==> config.mk <==
export PLATFORM = sky130hd
export DESIGN_NAME = fir_serial_ctrl
export DESIGN_NICKNAME = d
export VERILOG_FILES = /design/src/rtl/fir_pkg.sv /design/src/rtl/fir_sample_buf.sv /design/src/rtl/fir_serial_ctrl.sv
export SDC_FILE = /design/constraint.sdc
export NUM_CORES = 2
export LEC_CHECK = 0
export ABC_CLOCK_PERIOD_IN_PS = 11350
export CELL_PAD_IN_SITES_DETAIL_PLACEMENT = 1
export CELL_PAD_IN_SITES_GLOBAL_PLACEMENT = 1
export CORE_ASPECT_RATIO = 1.25
export CORE_UTILIZATION = 45
export CTS_CLUSTER_DIAMETER = 50
export DETAILED_ROUTE_END_ITERATION = 8
export GPL_ROUTABILITY_DRIVEN = 0
export GPL_TIMING_DRIVEN = 0
export MAX_ROUTING_LAYER = met4
export PLACE_DENSITY_LB_ADDON = 0.1
export SYNTH_ARGS = -nofsm -noshare
export SYNTH_HDL_FRONTEND = slang
export SYNTH_SLANG_ARGS = --single-unit
==> constraint.sdc <==
create_clock -name clk -period 11.35 [get_ports clk]
set_input_delay 2.27 -clock clk [delete_from_list [all_inputs] [get_ports clk]]
set_output_delay 2.27 -clock clk [all_outputs]
set_load 0.05 [all_outputs]
==> src/rtl/fir_pkg.sv <==
// Shared definitions for the serial 16-tap FIR controller: default sizes,
// controller state encoding and the reset-time coefficient rule.
package fir_pkg;

    localparam int unsigned FIR_TAPS = 16;
    localparam int unsigned FIR_DW   = 16;
    localparam int unsigned FIR_CW   = 16;

    // Accumulator wide enough that TAPS full-scale products never overflow
    function automatic int unsigned acc_width(int unsigned dw, int unsigned cw,
                                              int unsigned taps);
        return dw + cw + $clog2(taps);
    endfunction

    localparam int unsigned FIR_ACC_W = acc_width(FIR_DW, FIR_CW, FIR_TAPS);

    typedef enum logic [1:0] {
        IDLE = 2'd0,
        MAC  = 2'd1,
        OUT  = 2'd2
    } state_e;

    // Coefficient bank contents after reset: coef[k] = k+1
    function automatic int unsigned default_coef(int unsigned k);
        return k + 1;
    endfunction

endpackage

==> src/rtl/fir_sample_buf.sv <==
// TAPS x DW circular sample store: one write port, one combinational read port
// addressed relative to the newest sample, synchronous clear.
module fir_sample_buf
    import fir_pkg::*;
#(
    parameter int unsigned TAPS = FIR_TAPS,
    parameter int unsigned DW   = FIR_DW
) (
    input  logic                     clk,
    input  logic                     rst,
    input  logic                     we_i,
    input  logic [$clog2(TAPS)-1:0]  waddr_i,
    input  logic [DW-1:0]            wdata_i,
    input  logic [$clog2(TAPS)-1:0]  base_i,
    input  logic [$clog2(TAPS)-1:0]  k_i,
    output logic [DW-1:0]            rdata_o
);

    localparam int unsigned AW = $clog2(TAPS);

    logic [DW-1:0] mem_q [TAPS];
    logic [AW-1:0] idx_c;

    always_ff @(posedge clk) begin
        if (!rst) begin
            for (int i = 0; i < int'(TAPS); i++) begin
                mem_q[i] <= '0;
            end
        end else if (we_i) begin
            mem_q[waddr_i] <= wdata_i;
        end
    end

    // TAPS is a power of two, so AW-bit wraparound gives the modulo for free
    assign idx_c   = base_i - k_i;
    assign rdata_o = mem_q[idx_c];

endmodule

==> src/rtl/fir_serial_ctrl.sv <==
// Time-multiplexed FIR: one multiplier/accumulator walks all taps serially,
// with valid/ready sample input, valid/ready result output and a writable coefficient bank.
module fir_serial_ctrl
    import fir_pkg::*;
#(
    parameter int unsigned TAPS      = FIR_TAPS,
    parameter int unsigned DW        = FIR_DW,
    parameter int unsigned CW        = FIR_CW,
    parameter int unsigned OUT_SHIFT = 0
) (
    input  logic                     clk,
    input  logic                     rst,
    input  logic [DW-1:0]            data_in,
    input  logic                     in_valid,
    output logic                     in_ready,
    output logic [DW-1:0]            data_out,
    output logic                     out_valid,
    input  logic                     out_ready,
    input  logic                     coef_we,
    input  logic [$clog2(TAPS)-1:0]  coef_addr,
    input  logic [CW-1:0]            coef_data,
    output logic                     coef_err,
    output logic                     sat
);

    localparam int unsigned KW    = $clog2(TAPS);
    localparam int unsigned PW    = DW + CW;
    localparam int unsigned ACC_W = acc_width(DW, CW, TAPS);

    state_e          state_q;
    logic [KW-1:0]   wp_q;
    logic [KW-1:0]   base_q;
    logic [KW-1:0]   k_q;
    logic [ACC_W-1:0] acc_q;
    logic [CW-1:0]   coef_q [TAPS];
    logic [DW-1:0]   data_out_q;
    logic            out_valid_q;
    logic            sat_q;
    logic            coef_err_q;

    logic            accept_c;
    logic [DW-1:0]   buf_rd_c;
    logic [PW-1:0]   prod_c;
    logic [ACC_W-1:0] acc_d;
    logic [ACC_W-1:0] shifted_c;
    logic            sat_d;
    logic [DW-1:0]   data_out_d;

    // Sample acceptance; coefficient writes win over samples in IDLE
    assign in_ready = rst && (state_q == IDLE) && !coef_we;
    assign accept_c = in_valid && in_ready;

    fir_sample_buf #(
        .TAPS (TAPS),
        .DW   (DW)
    ) u_buf (
        .clk     (clk),
        .rst     (rst),
        .we_i    (accept_c),
        .waddr_i (wp_q),
        .wdata_i (data_in),
        .base_i  (base_q),
        .k_i     (k_q),
        .rdata_o (buf_rd_c)
    );

    // Single tap product, running sum and output scaling/saturation
    always_comb begin
        prod_c     = PW'(buf_rd_c) * PW'(coef_q[k_q]);
        acc_d      = acc_q + ACC_W'(prod_c);
        shifted_c  = acc_d >> OUT_SHIFT;
        sat_d      = |shifted_c[ACC_W-1:DW];
        data_out_d = sat_d ? {DW{1'b1}} : shifted_c[DW-1:0];
    end

    always_ff @(posedge clk) begin
        if (!rst) begin
            state_q     <= IDLE;
            wp_q        <= '0;
            base_q      <= '0;
            k_q         <= '0;
            acc_q       <= '0;
            data_out_q  <= '0;
            out_valid_q <= 1'b0;
            sat_q       <= 1'b0;
            coef_err_q  <= 1'b0;
            for (int i = 0; i < int'(TAPS); i++) begin
                coef_q[i] <= CW'(default_coef(i));
            end
        end else begin
            coef_err_q <= coef_we && (state_q != IDLE);
            case (state_q)
                IDLE: begin
                    if (coef_we) begin
                        coef_q[coef_addr] <= coef_data;
                    end else if (in_valid) begin
                        base_q  <= wp_q;
                        wp_q    <= wp_q + KW'(1);
                        acc_q   <= '0;
                        k_q     <= '0;
                        state_q <= MAC;
                    end
                end
                MAC: begin
                    acc_q <= acc_d;
                    k_q   <= k_q + KW'(1);
                    // Last tap: capture the scaled result straight from the final sum
                    if (k_q == KW'(TAPS - 1)) begin
                        data_out_q  <= data_out_d;
                        sat_q       <= sat_d;
                        out_valid_q <= 1'b1;
                        state_q     <= OUT;
                    end
                end
                OUT: begin
                    if (out_ready) begin
                        out_valid_q <= 1'b0;
                        state_q     <= IDLE;
                    end
                end
                default: begin
                    state_q <= IDLE;
                end
            endcase
        end
    end

    assign data_out  = data_out_q;
    assign out_valid = out_valid_q;
    assign sat       = sat_q;
    assign coef_err  = coef_err_q;

endmodule

==> qor.txt <==
Run status: finished, final reports clean
Layout area overhead: 12.9%
Clock skew: 0.0169 ns
Pwr/cell area: 219 mW/mm²
Vias per cell: 5.76
Pin count of the biggest net entering global routing: 17
EDFF count, synth: 512
Max_slew headroom: 8.87%
Clk sinks: 585
Initial drt markers: 1927
LEAKAGE: 17.0 nW
Ys async rst share: 0%
Vert. Die Dim: 319 µm
RSZ-0062 raised after global routing: no
Vias in the first global route: 27100
Crit path launch type: flop
Pwr Total: 8.94 mW
Critical path class: reg2reg
Worst Setup SP: k_q[0]
Detail Placement HPWL: 86600 µm
DP Area: 0.0383 mm²
Detail Route Antenna Nets: 0
Crit path time final: 10.97 ns
CP max-delay cell: fa_2
Yosys warnings: 0
Max Slew Vio Count: 0
Max H-tree Level: 3
Global-route wire length before repair: 172000 µm
Buffer depth of the longest clock path: 3
Crit path capture type: flop
Main synth FF type: edfxtp_1
Placed Cells: 4139
CP Buf/Inv Count: 10
Worst hold path class: reg2reg
Number of synthesized register bits: 585
Seq/Total Area, Yosys: 46.6%
Post-synthesis cell area: 0.0362 mm²
Avg WL per Cell: 26.9 µm
Worst VDD drop: 0.000235 V
Core area: 0.0791 mm²
Fin crit share: 96.7%
Number of port buffers: 59
Layout cells sized above 1: 11.5%
Synthesized area per cell: 12.0 µm²
Post-synthesis cell type count: 69
Clock slew at reported path FFs: 0.06 ns
Vias: 24600
Non-filler instance count after layout: 4264
Total GRT Usage: 29.3%
Crit path max-delay family: adder cells
Die ar.: 0.0815 mm²
Worst slew pin tran: 1.35 ns
Hold Buf Count CTS: 0
CTS tree: done
Pre-antenna DRT Iters: 5
Die X: 256 µm
Post-layout net count: 3545
Initial Util: 45.7%
Cts bufs inserted: 72
Initial antenna violation count: 1
Max-Cap Viols: 0
Final core utilization: 51.6%
Final Hold Viols: 0
Top Ports: 61
Gr ovfl total: 0
Final Setup Violations: 0
Syn nets: 3399
Hold wc startpoint: base_q[2]
Synthesized instance count: 3013
Crit path required time: 11.86 ns
Remaining routing DRC violations: 0
Root buf cell: clkbuf_16
Worst-path fanout max: 10
Skew-Pair Late Insertion Delay: 0.64 ns
Design area: 0.0408 mm²
CP max stage delay: 0.79 ns
FF-to-FF Start: k_q[0]
Row cnt: 115
Routed WL: 115000 µm
Fmax: 91.1 MHz
Arr. time, crit path: 11.48 ns
## worst paths after layout
check	slack (ns)	cells after the start	end
min reg2reg	0.47	2	base_q[2]
max	0.38	33	data_out[1]
max reg2reg	0.38	33	data_out[1]
min	0.47	2	base_q[2]
## cells by family (layout without fill, tap and decap cells)
logic type | Yosys count | after routing | synth area share [%]
AO/OA/AOI/OAI | 228 | 228 | 3.96
buffers and inverters | 571 | 767 | 5.97
flip-flops | 585 | 585 | 46.6
multiplexers | 183 | 183 | 9.92
XOR/XNOR | 27 | 27 | 0.654
AND/OR/NAND/NOR | 1074 | 1074 | 16.3
adder cells (fa/ha/maj) | 345 | 345 | 16.7
other | 0 | 2 | 0
## state kept, by name, indices dropped and copies added (netlist names), 2 cells and up, named ones only
name and count:
data_out 16, u_buf.mem_q 256, coef_q 256, wp_q 4
state_q 2, base_q 4, acc_q 36, k_q 4
## synth_stat cells, types with 3 or more instances
library cell	number	share of area, %
edfxtp_1	512	43
inv_1	357	3.7
and3_1	262	4.5
and2_1	251	4.3
fa_1	227	13
nand2_1	219	2.3
clkbuf_1	188	2.0
mux4_2	138	8.6
ha_1	118	4.1
nor2_1	110	1.1
nor2b_1	79	1.4
dfxtp_1	73	4.0
o21ai_0	71	0.98
a21oi_1	63	0.87
nand2b_1	44	0.76
or3_1	35	0.61
a22oi_1	27	0.56
mux2i_1	23	0.64
mux2_2	22	0.69
nand3_1	19	0.26
nor3_1	19	0.26
buf_1	18	0.19
xnor2_1	17	0.41
a21o_1	11	0.23
xor2_1	10	0.24
nor4_1	9	0.16
a211oi_1	7	0.15
o211ai_1	7	0.15
or2_2	7	0.12
buf_2	6	0.083
nand4_1	6	0.10
a31oi_1	4	0.069
o21a_1	4	0.083
o21ai_1	3	0.042
or4_1	3	0.062
## layout make-up
cell class                      count  area, µm²
Inverter                          358       1340
Clock buffer                       84       1900
Timing Repair Buffer               74        782
Sequential cell                   585      16800
Buffer                            211        875
Fill cell                        8270      38300
Antenna cell                        2       5.00
Clock inverter                     40        422
Tap cell                         1053       1320
Multi-Input combinational cell   1857      17300
## tightest hold or removal path, stage by stage, from the launching register on
cell,delay (ns)
dfxtp_1,0.32
nand2_1,0.06
nand2_1,0.05
## power by group
group / internal [mW] / switching (mW)
clock network: 1.33 / 0.963
registers: 2.43 / 0.0359
logic: 1.48 / 2.71
total: 5.23 / 3.71
## routing by layer
metal | track usage (%) | vias to the layer above | wire [µm]
met2 | 50.1 | 806 | 58400
met1 | 34.3 | 12800 | 44900
met4 | 12.9 | 0 | 4990
li1 | - | 10700 | -
met3 | 4.32 | 255 | 6170
met5 | - | - | 0
## cells in the final DEF, fill, tap and decap left out, types with 59 or more instances in the layout
cell	n
mux4_2	138
dfxtp_1	73
clkbuf_16	74
inv_1	357
a21oi_1	61
and3_1	262
fa_1	226
nor2b_1	79
nor2_1	110
nand2_1	219
clkdlybuf4s50_1	59
clkbuf_1	177
ha_1	118
and2_1	251
edfxtp_1	512
## metrics by stage
| stage | hold WS, ns | setup TNS, ns | setup slack, ns |
|---|---|---|---|
| final | 0.468 | 0 | 0.379 |
| after global routing | 0.484 | 0 | 0.0870 |
| after CTS | 0.469 | 0 | 0.0113 |
| after detailed placement | 0.456 | -41.21 | -2.20 |
| after global placement | 0.445 | -35.00 | -1.87 |
| after floorplan | 0.427 | 0 | 2.16 |
## repair_timing
| action | in CTS | in global routing |
|---|---|---|
| pin swaps | 0 | 2 |
| resized for setup | 51 | 33 |
| setup endpoints to repair | 32 | 17 |
| buffers inserted | 0 | 1 |
Power figures use the tool's default switching activity.
